==> config.mk <==
export PLATFORM = sky130hd
export DESIGN_NAME = memory_cycle
export DESIGN_NICKNAME = d
export VERILOG_FILES = /design/src/rtl/riscv_pkg.sv /design/src/rtl/lsu_fsm.sv /design/src/rtl/memory_cycle.sv
export SDC_FILE = /design/constraint.sdc
export NUM_CORES = 1
export LEC_CHECK = 0
export CORE_ASPECT_RATIO = 0.6
export CORE_MARGIN = 2
export CORE_UTILIZATION = 35
export DETAILED_ROUTE_END_ITERATION = 7
export PLACE_DENSITY = 0.92
export SETUP_SLACK_MARGIN = 0.1
export SKIP_CTS_REPAIR_TIMING = 1
export SYNTH_ARGS = -nofsm -noshare
export SYNTH_HDL_FRONTEND = slang
export SYNTH_SLANG_ARGS = --single-unit
==> constraint.sdc <==
create_clock -name clk -period 3.18 [get_ports clk]
set_input_delay 0.954 -clock clk [delete_from_list [all_inputs] [get_ports clk]]
set_output_delay 0.954 -clock clk [all_outputs]
set_load 0.01 [all_outputs]
==> src/rtl/riscv_pkg.sv <==
// Shared definitions for the RISC-V pipeline: result-select encodings,
// load/store unit FSM states and exception cause codes.
package riscv_pkg;

    typedef enum logic [1:0] {
        RES_ALU = 2'b00,
        RES_MEM = 2'b01,
        RES_PC4 = 2'b10
    } result_src_e;

    typedef enum logic [1:0] {
        LSU_IDLE,
        LSU_REQ,
        LSU_WAIT_RESP
    } lsu_state_e;

    // mcause codes reported for MisalignM / BusErrM
    typedef enum logic [3:0] {
        EXC_LOAD_MISALIGN  = 4'd4,
        EXC_LOAD_ACCESS    = 4'd5,
        EXC_STORE_MISALIGN = 4'd6,
        EXC_STORE_ACCESS   = 4'd7
    } exc_cause_e;

endpackage

==> src/rtl/lsu_fsm.sv <==
// Data-memory handshake for the MEM stage: request/response FSM, bus timeout
// counter and the upstream stall.
module lsu_fsm #(
    parameter int BUS_TIMEOUT = 16
) (
    input  logic        clk,
    input  logic        rst,
    input  logic        req_i,
    input  logic        we_i,
    input  logic [31:0] addr_i,
    input  logic [31:0] wdata_i,
    output logic        dmem_valid_o,
    output logic        dmem_we_o,
    output logic [31:0] dmem_addr_o,
    output logic [31:0] dmem_wdata_o,
    input  logic        dmem_ready_i,
    input  logic        dmem_rvalid_i,
    output logic        stall_o,
    output logic        complete_o,
    output logic        timeout_o
);
    import riscv_pkg::*;

    localparam int             CW      = $clog2(BUS_TIMEOUT + 1);
    localparam logic [CW-1:0]  CNT_MAX = CW'(BUS_TIMEOUT);

    lsu_state_e    state_q, state_d;
    logic [CW-1:0] cnt_q, cnt_d;
    logic          issue, complete, timeout, accept_done;

    always_ff @(posedge clk or negedge rst) begin
        if (!rst) begin
            state_q <= LSU_IDLE;
            cnt_q   <= '0;
        end else begin
            state_q <= state_d;
            cnt_q   <= cnt_d;
        end
    end

    assign accept_done = dmem_ready_i & (we_i | dmem_rvalid_i);

    // cnt_q holds the index of the current cycle since the access left IDLE
    always_comb begin
        state_d  = state_q;
        cnt_d    = cnt_q;
        issue    = 1'b0;
        complete = 1'b0;
        timeout  = 1'b0;
        case (state_q)
            LSU_IDLE: begin
                cnt_d = CW'(1);
                if (req_i) begin
                    issue = 1'b1;
                    if (accept_done)       complete = 1'b1;
                    else if (dmem_ready_i) state_d  = LSU_WAIT_RESP;
                    else                   state_d  = LSU_REQ;
                end
            end
            LSU_REQ: begin
                issue = 1'b1;
                if (cnt_q != CNT_MAX) cnt_d = cnt_q + 1'b1;
                if (accept_done) begin
                    complete = 1'b1;
                    state_d  = LSU_IDLE;
                end else if (cnt_q == CNT_MAX) begin
                    timeout = 1'b1;
                    state_d = LSU_IDLE;
                end else if (dmem_ready_i) begin
                    state_d = LSU_WAIT_RESP;
                end
            end
            LSU_WAIT_RESP: begin
                if (cnt_q != CNT_MAX) cnt_d = cnt_q + 1'b1;
                if (dmem_rvalid_i) begin
                    complete = 1'b1;
                    state_d  = LSU_IDLE;
                end else if (cnt_q == CNT_MAX) begin
                    timeout = 1'b1;
                    state_d = LSU_IDLE;
                end
            end
            default: state_d = LSU_IDLE;
        endcase
    end

    assign dmem_valid_o = rst & issue;
    assign dmem_we_o    = dmem_valid_o & we_i;
    assign dmem_addr_o  = dmem_valid_o ? {addr_i[31:2], 2'b00} : 32'd0;
    assign dmem_wdata_o = dmem_valid_o ? wdata_i : 32'd0;
    assign stall_o      = rst & req_i & ~complete & ~timeout;
    assign complete_o   = rst & complete;
    assign timeout_o    = rst & timeout;

endmodule

==> src/rtl/memory_cycle.sv <==
// RISC-V MEM stage: misalignment check, data-memory access through lsu_fsm
// and the MEM/WB pipeline register.
module memory_cycle #(
    parameter int BUS_TIMEOUT = 16
) (
    input  logic        clk,
    input  logic        rst,
    input  logic        RegWriteM,
    input  logic        MemWriteM,
    input  logic [1:0]  ResultSrcM,
    input  logic [4:0]  RD_M,
    input  logic [31:0] PCPlus4M,
    input  logic [31:0] WriteDataM,
    input  logic [31:0] ALU_ResultM,
    output logic        dmem_valid,
    output logic        dmem_we,
    output logic [31:0] dmem_addr,
    output logic [31:0] dmem_wdata,
    input  logic        dmem_ready,
    input  logic        dmem_rvalid,
    input  logic [31:0] dmem_rdata,
    output logic        StallM,
    output logic        MisalignM,
    output logic        BusErrM,
    output logic        RegWriteW,
    output logic [1:0]  ResultSrcW,
    output logic [4:0]  RD_W,
    output logic [31:0] PCPlus4W,
    output logic [31:0] ALU_ResultW,
    output logic [31:0] ReadDataW
);
    import riscv_pkg::*;

    logic access, load, misalign, req, complete, timeout;

    logic        regwrite_q, regwrite_d;
    logic [1:0]  resultsrc_q, resultsrc_d;
    logic [4:0]  rd_q, rd_d;
    logic [31:0] pc4_q, pc4_d;
    logic [31:0] alu_q, alu_d;
    logic [31:0] rdata_q, rdata_d;

    assign access   = MemWriteM | (ResultSrcM == RES_MEM);
    assign load     = access & ~MemWriteM;
    assign misalign = access & (ALU_ResultM[1:0] != 2'b00);
    assign req      = access & ~misalign;

    lsu_fsm #(.BUS_TIMEOUT(BUS_TIMEOUT)) u_lsu (
        .clk          (clk),
        .rst          (rst),
        .req_i        (req),
        .we_i         (MemWriteM),
        .addr_i       (ALU_ResultM),
        .wdata_i      (WriteDataM),
        .dmem_valid_o (dmem_valid),
        .dmem_we_o    (dmem_we),
        .dmem_addr_o  (dmem_addr),
        .dmem_wdata_o (dmem_wdata),
        .dmem_ready_i (dmem_ready),
        .dmem_rvalid_i(dmem_rvalid),
        .stall_o      (StallM),
        .complete_o   (complete),
        .timeout_o    (timeout)
    );

    // A stalled cycle sends a bubble to WB; faulted accesses retire without writing back
    always_comb begin
        regwrite_d  = 1'b0;
        resultsrc_d = RES_ALU;
        rd_d        = 5'd0;
        pc4_d       = 32'd0;
        alu_d       = 32'd0;
        rdata_d     = 32'd0;
        if (!StallM) begin
            regwrite_d  = RegWriteM & ~misalign & ~timeout;
            resultsrc_d = ResultSrcM;
            rd_d        = RD_M;
            pc4_d       = PCPlus4M;
            alu_d       = ALU_ResultM;
            rdata_d     = (complete & load) ? dmem_rdata : 32'd0;
        end
    end

    always_ff @(posedge clk or negedge rst) begin
        if (!rst) begin
            regwrite_q  <= 1'b0;
            resultsrc_q <= 2'b00;
            rd_q        <= 5'd0;
            pc4_q       <= 32'd0;
            alu_q       <= 32'd0;
            rdata_q     <= 32'd0;
        end else begin
            regwrite_q  <= regwrite_d;
            resultsrc_q <= resultsrc_d;
            rd_q        <= rd_d;
            pc4_q       <= pc4_d;
            alu_q       <= alu_d;
            rdata_q     <= rdata_d;
        end
    end

    assign MisalignM   = rst & misalign;
    assign BusErrM     = timeout;
    assign RegWriteW   = regwrite_q;
    assign ResultSrcW  = resultsrc_q;
    assign RD_W        = rd_q;
    assign PCPlus4W    = pc4_q;
    assign ALU_ResultW = alu_q;
    assign ReadDataW   = rdata_q;

endmodule

# Yosys cells after proc, flatten, opt, wreduce, memory -nomap -nowiden
# Index checks and enable logic that the tools add are counted.
op_classes:
  addsub: 1
  n_eq_ne: 10
  muxes: 30
  n_bitwise: 22
  n_reduce_logical: 6
ops:
  columns: ["op", "count"]
  rows:
  - ["32-bit 2-to-1 mux", 6]
  - ["2-bit 2-to-1 mux", 9]
  - ["1-bit bitwise AND", 15]
  - ["5-bit 2-to-1 mux", 2]
  - ["5-bit one-hot mux with 2 select lines", 1]
  - ["1-bit 2-to-1 mux", 8]
  - ["2-bit one-hot mux with 3 select lines", 1]
  - ["5-bit by 1-bit adder with 5-bit output (second input constant)", 1]
  - ["5-bit equality test (second input constant)", 1]
  - ["5-bit inequality test (second input constant)", 1]
  - ["1-bit NOT", 5]
  - ["2-bit by 1-bit equality test with 1-bit output (second input constant)", 2]
  - ["2-bit by 1-bit inequality test with 1-bit output (second input constant)", 2]
  - ["4-bit by 2-bit inequality test with 1-bit output (second input constant)", 1]
  - ["1-bit one-hot mux with 2 select lines", 2]
  - ["4-bit AND reduction", 1]
  - ["2-bit nonzero test", 2]
  - ["3-bit by 2-bit inequality test with 1-bit output (second input constant)", 1]
  - ["1-bit one-hot mux with 3 select lines", 1]
  - ["2-bit equality test (second input constant)", 1]
  - ["2-bit zero test", 1]
  - ["2-bit inequality test (second input constant)", 1]
  - ["1-bit bitwise OR", 2]
  - ["2-bit AND reduction", 1]
  - ["2-bit OR reduction", 1]
word_totals:
  reg_bits: 111
  in_bits: 141
  output_inout_bits: 173
  word_cells: 77

# Logic depth before layout (Yosys ltp)
# Gate-level depths: netlist (run 1).
depth:
  depth_word: 11
  mapped_depth: 7
  mapped_depth_nobuf: 6

# Modules after synthesis
# Synthesis (run 1) repeated with hierarchy kept, for this count alone.
hier_totals:
  hier_cells: 357
  hier_area_um2: 4370.4
modules_own_cells:
  columns: ["mod", "instances", "cells_per_inst", "area_per_inst_um2", "seq_area_each_um2"]
  rows:
  - ["memory_cycle", 1, 227, 3393.3, 2602.5]
  - ["lsu_fsm", 1, 130, 977.2, 175.2]

# Least setup slack after synthesis (run 1)
# OpenSTA, ideal clock, no wires.
synth_path:
  kind: "input port to output port"
  from: "in ResultSrcM[1]"
  to: "out StallM"
  t_arrival_ns: 2.127
  t_required_ns: 2.226
  slack_ns: 0.099
  cell_stages: 4
  path_buffers: 1
  cell_sequence: "and2b_1 > o211ai_1 > nor4_4 > buf_6"
synth_via:
  elab_chain_cells: 10
  word_cells_on_any_way: 11
  cone_classes: "eq/ne: 1; mux: 2; bitwise: 8"
synth_lines:
  columns: ["item", "line_no", "source"]
  rows:
  - ["start: declaration", "memory_cycle.sv:10", "input logic [1:0] ResultSrcM,"]
  - ["2-bit by 1-bit equality test with 1-bit output (*)", "memory_cycle.sv:43", "assign access = MemWriteM | (ResultSrcM == RES_MEM);"]
  - ["1-bit bitwise OR (*)", "memory_cycle.sv:43", null]
  - ["1-bit bitwise AND", "memory_cycle.sv:45", "assign misalign = access & (ALU_ResultM[1:0] != 2'b00);"]
  - ["1-bit NOT", "memory_cycle.sv:46", "assign req = access & ~misalign;"]
  - ["1-bit bitwise AND (*)", "memory_cycle.sv:46", null]
  - ["1-bit 2-to-1 mux", "lsu_fsm.sv:53", "if (req_i) begin"]
  - ["1-bit one-hot mux with 3 select lines", "lsu_fsm.sv:50", "case (state_q)"]
  - ["1-bit NOT", "lsu_fsm.sv:91", "assign stall_o = rst & req_i & ~complete & ~timeout;"]
  - ["1-bit bitwise AND (*) (2 in a row)", "lsu_fsm.sv:91", null]
  - ["end: declaration", "memory_cycle.sv:22", "output logic StallM,"]
# Mark *: on every way between the ends. The rest lies on a longest branch, timed or not.

# Final worst setup path (run 1)
layout_path:
  from: "in ResultSrcM[0]"
  to: "out dmem_wdata[18]"
layout_via:
  elab_chain_cells: 9
layout_lines:
  columns: ["item", "line_no", "source"]
  rows:
  - ["2-bit by 1-bit equality test with 1-bit output (*)", "memory_cycle.sv:43", null]
  - ["1-bit bitwise OR (*)", "memory_cycle.sv:43", null]
  - ["1-bit bitwise AND", "memory_cycle.sv:45", null]
  - ["1-bit NOT", "memory_cycle.sv:46", null]
  - ["1-bit bitwise AND (*)", "memory_cycle.sv:46", null]
  - ["1-bit 2-to-1 mux (*)", "lsu_fsm.sv:53", null]
  - ["1-bit one-hot mux with 2 select lines (*)", "lsu_fsm.sv:50", null]
  - ["1-bit bitwise AND (*)", "lsu_fsm.sv:87", "assign dmem_valid_o = rst & issue;"]
  - ["32-bit 2-to-1 mux (*)", "lsu_fsm.sv:90", "assign dmem_wdata_o = dmem_valid_o ? wdata_i : 32'd0;"]
  - ["end: declaration", "memory_cycle.sv:18", "output logic [31:0] dmem_wdata,"]
# Marks and branches as above.

==> impl_results.md, run 1 <==
- TritonCTS clock tree: built
- Number of fill cells: 938
- Clk pwr share: 27.3%
- Post-synth ARST share: 100.0%
- Run status: finished with violations
- Switching pwr: between 0.001 and 0.0015 W
- GP Congestion: 0.8421
- Setup Viol. Count Final: 7
- Yosys cell types: between 40 and 50
- Syn_area_per_cell: about 12 um2
- Final worst path period share: 100.7%
- Mapped Cells: 365
- # IOs: 314
- Number of cells on the worst hold path: 1
- Comb pwr share: approximately 34%
- Routed length per placed instance: ~17 um
- Largest net degree at the start of global routing: between 70 and 80
- Netlist Area Pre-Place: 4522 um2
- FMAX: 312.3 MHz
- Maximum vdd ir drop: 0.2417 mV
- Period minus WS final: 3202 ps
- TritonCTS Sinks: 111
- Multi-input gate area: between 1500 and 2000 um2
- Sequential power share: slightly below 40%
- Worst-path fanout max: 5
- Switch share: 28.81%
- Vias per inst: 4.455
- Worst rel slew slack: 45.39%
- Vias in the first global route: between 4000 and 5000
- Placed Instances: 843
- CP Launch Type: primary input
- Die Width: 150.7 um
- Leak Pwr: 3.901 nW
- Routed WL: about 15000 um
- Cell taking the most area after synthesis: dfrtp_1
- Gr ovfl total: 0
- Synth top area share: 61.43%
- Worst slack, placed: -768.8 ps
- Failing checks: setup timing
- Area Overhead vs Synth: 89.29%
- Total internal power: about 0.0029 W
- Clock buffer depth: 2
- # port buffers: 311
- Maxcap violations: 0
- Primary FF master, synth: dfrtp_1
- Arrival time at the worst endpoint: 2250 ps
- Die ar.: about 14000 um2
- Area contributors post-synth: dfrtp_1 61%, and2_1 13%, nor2b_1 8.4%
- DRT antenna net count: 0
- CTS H-Tree Depth: 3
- Worst r2r src: u_lsu.state_q[0]$_DFFE_PN0P_
- Synthesized flop and latch total: ~110
- FF+latch area: 2778 um2
- Pwr per Cell Area: ~470 nW/um2
- DRT Pass-1 Iters: 4
- First DRT Iteration DRCs: 82
- TritonCTS Buffers: 9
- Crit end category: primary output
- Post-route insts no fill: 875
- Initial Util: a little over a third
- Sequential share of the synthesized area: 61.43%
- Reg2reg end: PCPlus4W[2]$_DFF_PN0_
- Layout Nets: 847
- Required time worst endpoint: 2230 ps
- Hold Crit Start: u_lsu.cnt_q[2]$_DFFE_PN0P_
- Setup WS post-layout: -21.98 ps
- Skew final: 10.82 ps
- Via count: between 3000 and 4000
- Antenna violations before repair: 0
- Slew @ Worst Pin: 819.1 ps
- Hold endpoint: u_lsu.cnt_q[2]$_DFFE_PN0P_
- Global-route wire length before repair: around 21000 um
- Layout cell share with drive strength beyond 1: 27.80%
- Fin. max-slew vios: 0
- Worst-Skew Late Latency: 340 ps
- Post-layout util: 67.23%
- CTS clock-pin slew for the worst setup and hold paths: ~80 ps
- Setup CP Type: in -> out
- Unrepaired setup endpoints after global routing: yes
- R2R depth: 8
- Core area: 12730 um2
- EDFF count, synth: 0
- Detail Placement HPWL: 11070 um
- Chip height: 92.05 um
- Overall routing resource usage: roughly a fifth
- Root buf cell: clkbuf_16
- Synth cell count leaders: 111 x dfrtp_1, 95 x and2_1, 61 x nor2b_1
- Fin. Hold Viols: 0
- Cell with the most instances after synthesis: dfrtp_1
- Drt drc: 0
- HP Class: reg -> reg
- Yosys warnings: 0
- Rows: 32
- Hold_ws: 563.4 ps
- FF-to-FF setup slack: 620 ps
- ANT cells: 0
-- cell type report --
type	instances	area share, %
Timing Repair Buffer	344	41.21
Clock inverter	7	0.8624
Tap cell	170	2.485
Clock buffer	9	2.631
Multi-Input combinational cell	226	20.01
Sequential cell	111	32.45
Inverter	8	0.3508
-- critical path, stage by stage --
cell	delay, ps
buf_6	90
and2b_2	200
o211ai_1	260
a21boi_4	120
clkbuf_16	180
buf_6	130
and2_1	160
buf_2	140
-- power by group through the flow --
stage | registers (W) | clock network, W | logic [W]
2_1_floorplan | 0.00162 | 0 | 0.000417
3_3_place_gp | 0.00158 | 0 | 0.00108
3_5_place_dp | 0.00159 | 0 | 0.00112
4_1_cts | 0.00156 | 0.00113 | 0.00112
5_1_grt | 0.00157 | 0.00119 | 0.00143
6_report | 0.00156 | 0.00109 | 0.00135
-- sequential cells by signal (all words and copies together), names as in the netlist --
signal and count:
ALU_ResultW 32, PCPlus4W 32, RD_W 5, ReadDataW 32, RegWriteW 1, ResultSrcW 2
u_lsu.cnt_q 5, u_lsu.state_q 2
-- worst max-delay path by stage --
stage	startpoint	end	slack, ps	cells past startpoint
after detailed placement	ResultSrcM[1]	dmem_addr[19]	-770	7
final	ResultSrcM[0]	dmem_wdata[18]	-20	8
after global routing	ResultSrcM[0]	dmem_wdata[18]	-80	8
after floorplan	MemWriteM	StallM	110	5
after global placement	MemWriteM	BusErrM	-750	5
after CTS	MemWriteM	BusErrM	-770	5
-- routing by layer --
| metal | routed length (um) | GRT usage, % | part of all wire, % | vias up |
|---|---|---|---|---|
| met1 | 5851 | 22.62 | 39 | 1899 |
| met5 | 0 | 0 | 0 | - |
| met3 | 1332 | 7.811 | 8.8 | 10 |
| li1 | - | - | - | 1810 |
| met4 | 113 | 3.583 | 0.75 | 0 |
| met2 | 7840 | 35.27 | 52 | 179 |
-- through the flow --
stage / area, um2 / total power, W / setup TNS (ps)
after global routing: 8559 / 0.004198 / -2475
after floorplan: 4526 / 0.002036 / 0
final: 8559 / 0.004007 / -62.64
after global placement: 7859 / 0.002657 / -52880
after detailed placement: 7859 / 0.002703 / -57020
after CTS: 8158 / 0.003810 / -47510
-- kinds of logic after synthesis --
logic type | synth area share, %
AND/OR/NAND/NOR | 27.70
flip-flops | 61.43
buffers and inverters | 3.984
AO/OA/AOI/OAI | 4.953
adder cells (fa/ha/maj) | 1.660
XOR/XNOR | 0.1937
other | 0.08293
-- cell usage in the layout, fill, tap and decap left out, drive strengths merged, types with 2 or more instances in the layout --
| cell type | Yosys | final |
|---|---|---|
| o31ai | 2 | 2 |
| nor2b | 69 | 69 |
| a21oi | 5 | 5 |
| nor3 | 2 | 2 |
| ha | 6 | 6 |
| o211ai | 4 | 4 |
| and2 | 96 | 96 |
| clkbuf | 11 | 22 |
| dfrtp | 111 | 111 |
| conb | 1 | 2 |
| dlymetal6s2s | 0 | 4 |
| nand3 | 2 | 2 |
| clkdlybuf4s50 | 0 | 236 |
| buf | 10 | 91 |
| o21ai | 8 | 8 |
| clkinv | 0 | 4 |
| nor4 | 2 | 2 |
| nor2 | 6 | 6 |
| inv | 8 | 11 |
| nand2b | 2 | 2 |
Note: power is estimated with default switching activity, not from simulation.
==> run 2: changes to the inputs <==
--- a/config.mk
+++ b/config.mk
@@ -10,6 +10,7 @@
 export CORE_UTILIZATION = 35
 export DETAILED_ROUTE_END_ITERATION = 7
 export PLACE_DENSITY = 0.92
+export RECOVER_POWER = 50
 export SETUP_SLACK_MARGIN = 0.1
 export SKIP_CTS_REPAIR_TIMING = 1
 export SYNTH_ARGS = -nofsm -noshare
==> constraint.sdc (replaced) <==
create_clock -name clk -period 3.2 [get_ports clk]
set_input_delay 0.96 -clock clk [delete_from_list [all_inputs] [get_ports clk]]
set_output_delay 0.96 -clock clk [all_outputs]
set_load 0.01 [all_outputs]
==> impl_results.md, run 2 (synthesis results as in run 1) <==
- Die ar.: 13870 um2 (unchanged)
- Switch share: 29.35% (was 28.81%)
- GP Congestion: 0.8535 (was 0.8421)
- Setup WS post-layout: 33.35 ps (was -21.98 ps)
- Vias per inst: 4.425 (was 4.455)
- Switching pwr: 0.001170 W (was 0.001154 W)
- Post-route insts no fill: 875 (unchanged)
- Required time worst endpoint: 2240 ps (was 2230 ps)
- Chip height: 92.05 um (unchanged)
- Maximum vdd ir drop: 0.2948 mV (was 0.2417 mV)
- Pwr per Cell Area: 470.0 nW/um2 (was 468.1 nW/um2)
- Worst slack, placed: -732.2 ps (was -768.8 ps)
- Final instance area: 8479 um2 (was 8559 um2)
- Worst-Skew Late Latency: 340 ps (about the same)
- Maxcap violations: 0 (unchanged)
- Layout Nets: 847 (unchanged)
- Fin. max-slew vios: 0 (unchanged)
- Final worst path period share: 98.96%
- Most used cell, CP: clkbuf_16 (was buf_6)
- Worst-path fanout max: 8 (was 5)
- Vias in the first global route: 3875 (was 4040)
- Total internal power: 0.002816 W (was 0.002853 W)
- Setup CP Type: in -> out (unchanged)
- Number of fill cells: 927 (was 938)
- Comb pwr share: 32.9% (was 33.8%)
- Die Width: 150.7 um (unchanged)
- Slew @ Worst Pin: 942.1 ps (was 819.1 ps)
- DRT antenna net count: 0 (unchanged)
- Rows: 32 (unchanged)
- Worst rel slew slack: 37.19% (was 45.39%)
- CTS H-Tree Depth: 3 (unchanged)
- CTS clock-pin slew for the worst setup and hold paths: 70 ps (was 80 ps)
- Run status: finished clean (was finished with violations)
- Via count: 3872 (was 3898)
- Largest net degree at the start of global routing: 71 (unchanged)
- Global-route wire length before repair: 20470 um (was 21060 um)
- Layout cell share with drive strength beyond 1: 26.38% (was 27.80%)
- Initial Util: 35.51% (unchanged)
- # IOs: 314 (unchanged)
- TritonCTS Sinks: 111 (unchanged)
- Fin. Hold Viols: 0 (unchanged)
- Core area: 12730 um2 (unchanged)
- TritonCTS Buffers: 9 (unchanged)
- First DRT Iteration DRCs: 84 (was 82)
- Unrepaired setup endpoints after global routing: yes (unchanged)
- Clock buffer depth: 2 (unchanged)
- Gr ovfl total: 0 (unchanged)
- Routed length per placed instance: 17.28 um (was 17.30 um)
- Overall routing resource usage: 19.39% (was 19.75%)
- Total power: 0.003986 W (was 0.004007 W)
- Antenna violations before repair: 0 (unchanged)
- TritonCTS clock tree: built (unchanged)
- Detail Placement HPWL: 11240 um (was 11070 um)
- Routed WL: 15120 um (was 15140 um)
- Period minus WS final: 3167 ps
- # port buffers: 311 (unchanged)
- DRT Pass-1 Iters: 4 (unchanged)
- Sequential power share: 38.9% (about the same)
- FMAX: around 320 MHz
- Placed Instances: 847 (was 843)
- Setup Viol. Count Final: 0 (was 7)
- Crit end category: primary output (unchanged)
- Post-DP Area: 7889 um2 (was 7859 um2)
- Arrival time at the worst endpoint: 2210 ps (was 2250 ps)
- Worst path slowest cell: o211ai_1 (unchanged)
- Area Overhead vs Synth: 87.52% (was 89.29%)
- Skew final: 10.53 ps (was 10.82 ps)
- Leak Pwr: 3.887 nW (was 3.901 nW)
- CP cell instances: clkbuf_2 > and2b_1 > o211ai_1 > a21boi_4 > clkbuf_16 > clkbuf_16 > and2_4 > buf_6 (was buf_6 > and2b_2 > o211ai_1 > a21boi_4 > clkbuf_16 > buf_6 > and2_1 > buf_2)
- Most frequent cells in the layout: 214 x clkdlybuf4s50_1, 111 x dfrtp_1, 61 x nor2b_1, 46 x buf_6, 43 x and2_4 (was 236 x clkdlybuf4s50_1, 111 x dfrtp_1, 61 x nor2b_1, 55 x buf_6, 51 x and2_4)
- Drt drc: 0 (unchanged)
- Root buf cell: clkbuf_16 (unchanged)
- HP Class: reg -> reg (unchanged)
- Most common cell after layout, fill and taps aside: clkdlybuf4s50_1 (unchanged)
- ANT cells: 0 (unchanged)
- Max incr delay on CP: 260 ps (about the same)
- Clk pwr share: 28.2% (was 27.3%)
- CP Launch Type: primary input (unchanged)
-- run 2: layout make-up --
type / instances / area, um2 / share of cell area, %
clock buffers: 9 / 225.2 / 2.656
clock inverters: 7 / 81.33 / 0.9591
inverters: 8 / 30.03 / 0.3541
multi-input cells: 226 / 1715 / 20.23
flip-flops and latches: 111 / 2778 / 32.76
well taps: 170 / 212.7 / 2.508
repair buffers: 344 / 3437 / 40.53
-- run 2: per-stage QoR --
| stage | hold slack (ps) | setup TNS (ps) | util (%) |
|---|---|---|---|
| after floorplan | 499.9 | 0 | - |
| after global placement | 520.9 | -47410 | 61.96 |
| after detailed placement | 551.7 | -48370 | 61.96 |
| after CTS | 566.2 | -44270 | 64.37 |
| final | 567.1 | 0 | 66.60 |
| after global routing | 590.5 | -390.7 | 66.60 |
-- run 2: worst max-delay path, delay by kind of cell --
kind            cells  cell delay [ps]
simple gates        2              330
compound gates      2              370
buf+inv             4              530
-- run 2: path summary, 6_finish.rpt --
path / startpoint / end / slack (ps) / cells past startpoint
setup / recovery: ResultSrcM[0] / dmem_addr[12] / 30 / 8
max in group asynchronous: rst / ALU_ResultW[13]$_DFF_PN0_ / 680 / 3
setup reg to reg: u_lsu.state_q[0]$_DFFE_PN0P_ / ALU_ResultW[13]$_DFF_PN0_ / 590 / 8
hold reg to reg: u_lsu.cnt_q[0]$_DFFE_PN0P_ / u_lsu.cnt_q[0]$_DFFE_PN0P_ / 570 / 1
min in group asynchronous: rst / u_lsu.cnt_q[3]$_DFFE_PN0P_ / 810 / 2
hold / removal: u_lsu.cnt_q[0]$_DFFE_PN0P_ / u_lsu.cnt_q[0]$_DFFE_PN0P_ / 570 / 1
-- run 2: power by group through the flow --
stage	combinational (W)	clock, W	sequential (W)
after detailed placement	0.00112	0	0.00158
after floorplan	0.000415	0	0.00161
after global placement	0.00109	0	0.00157
after CTS	0.00113	0.00116	0.00155
after global routing	0.00139	0.00123	0.00156
final	0.00131	0.00112	0.00155
-- run 2: layer usage --
| metal | GRT usage, % | up-vias | share of wire [%] |
|---|---|---|---|
| met5 | 0 | - | 0 |
| met4 | 4.517 | 0 | 1.0 |
| met2 | 33.79 | 168 | 52 |
| met3 | 7.662 | 16 | 9.1 |
| met1 | 22.49 | 1872 | 38 |
| li1 | - | 1816 | - |
==> run 3: changes to the inputs <==
--- a/config.mk
+++ b/config.mk
@@ -9,10 +9,11 @@
 export CORE_MARGIN = 2
 export CORE_UTILIZATION = 35
 export DETAILED_ROUTE_END_ITERATION = 7
-export PLACE_DENSITY = 0.92
+export PLACE_DENSITY = 0.8
 export RECOVER_POWER = 50
 export SETUP_SLACK_MARGIN = 0.1
 export SKIP_CTS_REPAIR_TIMING = 1
+export SLEW_MARGIN = 10
 export SYNTH_ARGS = -nofsm -noshare
 export SYNTH_HDL_FRONTEND = slang
 export SYNTH_SLANG_ARGS = --single-unit
==> impl_results.md, run 3 (synthesis results as in run 1) <==
- Run status: finished with violations (was finished clean)
- Failing checks: capacitance limit, slew limit
- Most frequent cells in the layout: 192 x clkdlybuf4s50_1, 111 x dfrtp_1, 61 x nor2b_1, 51 x and2_1, 44 x dlygate4sd3_1 (was 214 x clkdlybuf4s50_1, 111 x dfrtp_1, 61 x nor2b_1, 46 x buf_6, 43 x and2_4)
- Period minus WS final: 3153 ps (was 3167 ps)
- Multi-input gate area: 1665 um2 (was 1715 um2)
- Met1 usage: 22.38% (was 22.49%)
- First DRT Iteration DRCs: 117 (was 84)
- DRT antenna net count: 0 (unchanged)
- Clock buffer depth: 2 (unchanged)
- Max incr delay on CP: 270 ps (was 260 ps)
- Routed length per placed instance: 16.39 um (was 17.28 um)
- Most common cell after layout, fill and taps aside: clkdlybuf4s50_1 (unchanged)
- Drt drc: 0 (unchanged)
- Rows: 32 (unchanged)
- Required time worst endpoint: 2240 ps (about the same)
- Setup tns final: 0 ps (unchanged)
- CTS H-Tree Depth: 3 (unchanged)
- Area Overhead vs Synth: 83.43% (was 87.52%)
- HP Class: reg -> reg (unchanged)
- Layout cell share with drive strength beyond 1: 23.58% (was 26.38%)
- Chip height: 92.05 um (unchanged)
- Layout Nets: 846 (was 847)
- Fin. max-slew vios: 35 (was 0)
- Most Crowded Layer GR: met2 (unchanged)
- Worst-path fanout max: 9 (was 8)
- Worst rel slew slack: -17.33% (was 37.19%)
- Worst-Skew Late Latency: 340 ps (about the same)
- Number of fill cells: 972 (was 927)
- Slew @ Worst Pin: 1760 ps (was 942.1 ps)
- Routed WL: 14330 um (was 15120 um)
- CTS clock-pin slew for the worst setup and hold paths: 70 ps (about the same)
- Global-route wire length before repair: 19840 um (was 20470 um)
- # port buffers: 311 (unchanged)
- Die ar.: 13870 um2 (unchanged)
- Maximum vdd ir drop: 0.3190 mV (was 0.2948 mV)
- Worst path slowest cell: o211ai_1 (unchanged)
- Maxcap violations: 1 (was 0)
- Setup CP Type: in -> out (unchanged)
- Core area: 12730 um2 (unchanged)
- Fin. Hold Viols: 0 (unchanged)
- FMAX: 317.1 MHz (was 315.8 MHz)
- Antenna violations before repair: 0 (unchanged)
- TritonCTS clock tree: built (unchanged)
- CP cell instances: buf_6 > and2b_1 > o211ai_1 > a21boi_4 > buf_12 > clkbuf_16 > and2_1 > clkbuf_2 (was clkbuf_2 > and2b_1 > o211ai_1 > a21boi_4 > clkbuf_16 > clkbuf_16 > and2_4 > buf_6)
- Setup Viol. Count Final: 0 (unchanged)
- GP Congestion: 0.8828 (was 0.8535)
- Skew final: 10.68 ps (was 10.53 ps)
- Grt met3 use: 8.458% (was 7.662%)
- Unrepaired setup endpoints after global routing: yes (unchanged)
- CP Launch Type: primary input (unchanged)
- Leak Pwr: 3.850 nW (was 3.887 nW)
- Die Width: 150.7 um (unchanged)
- Arrival time at the worst endpoint: 2190 ps (was 2210 ps)
- Gr ovfl total: 0 (unchanged)
- Vias per inst: 4.395 (was 4.425)
- Final worst path period share: 98.53% (was 98.96%)
- DRT Pass-1 Iters: 4 (unchanged)
- GR Util met2: 31.36% (was 33.79%)
- FF+latch area: 2778 um2 (unchanged)
- Pwr per Cell Area: 475.2 nW/um2 (was 470.0 nW/um2)
- Root buf cell: clkbuf_16 (unchanged)
- Placed Instances: 846 (was 847)
- Largest net degree at the start of global routing: 71 (unchanged)
- Crit end category: primary output (unchanged)
- # IOs: 314 (unchanged)
- Total power: 0.003941 W (was 0.003986 W)
- Via count: 3841 (was 3872)
- Post-route insts no fill: 874 (was 875)
- TritonCTS Buffers: 9 (unchanged)
- Vias in the first global route: 3765 (was 3875)
- Detail Placement HPWL: 10700 um (was 11240 um)
- Initial Util: 35.51% (unchanged)
- TritonCTS Sinks: 111 (unchanged)
- ANT cells: 0 (unchanged)
- Overall routing resource usage: 18.71% (was 19.39%)
==> run 3: metrics by stage <==
stage / utilization, % / cell area (um2) / setup slack (ps) / hold slack (ps)
after floorplan: - / 4526 / 106.8 / 499.9
after detailed placement: 61.80 / 7869 / -697.5 / 538.4
after global routing: 65.14 / 8294 / 6.564 / 619.7
after global placement: 61.80 / 7869 / -663.6 / 531.7
after CTS: 64.29 / 8185 / -697.5 / 548.7
final: 65.14 / 8294 / 46.89 / 554.9
==> run 3: worst paths after layout <==
| path | from | endpoint | slack (ps) | cells after the start |
|---|---|---|---|---|
| worst min register to register | u_lsu.cnt_q[0]$_DFFE_PN0P_ | u_lsu.cnt_q[0]$_DFFE_PN0P_ | 550 | 1 |
| worst max register to register | u_lsu.state_q[0]$_DFFE_PN0P_ | ResultSrcW[1]$_DFF_PN0_ | 660 | 8 |
| max in group asynchronous | rst | ALU_ResultW[18]$_DFF_PN0_ | 800 | 2 |
| worst max-delay path | ResultSrcM[0] | dmem_addr[21] | 50 | 8 |
| worst min-delay path | u_lsu.cnt_q[0]$_DFFE_PN0P_ | u_lsu.cnt_q[0]$_DFFE_PN0P_ | 550 | 1 |
| min in group asynchronous | rst | u_lsu.cnt_q[3]$_DFFE_PN0P_ | 800 | 2 |
==> run 3: critical path: cells and delay by family <==
family / cells / cell delay, ps
AO/OA/AOI/OAI: 2 / 360
buffers and inverters: 4 / 550
AND/OR/NAND/NOR: 2 / 320
==> run 3: routing by layer <==
metal	wire, um	up-vias	share of wire (%)
li1	-	1813	-
met1	5730	1855	40
met2	7137	159	50
met3	1333	14	9.3
met4	128	0	0.89
met5	0	-	0
==> run 3: final cells by class <==
class | instances | area share [%]
Clock inverter | 7 | 1.101
Multi-Input combinational cell | 226 | 20.08
Tap cell | 170 | 2.564
Sequential cell | 111 | 33.49
Inverter | 8 | 0.3922
Clock buffer | 9 | 2.715
Timing Repair Buffer | 343 | 39.66
==> run 3: report_power, final <==
group	total [W]	internal (W)	switching, W
sequential	0.00155	0.00150	0.0000473
clock	0.00116	0.000625	0.000534
combinational	0.00124	0.000699	0.000537
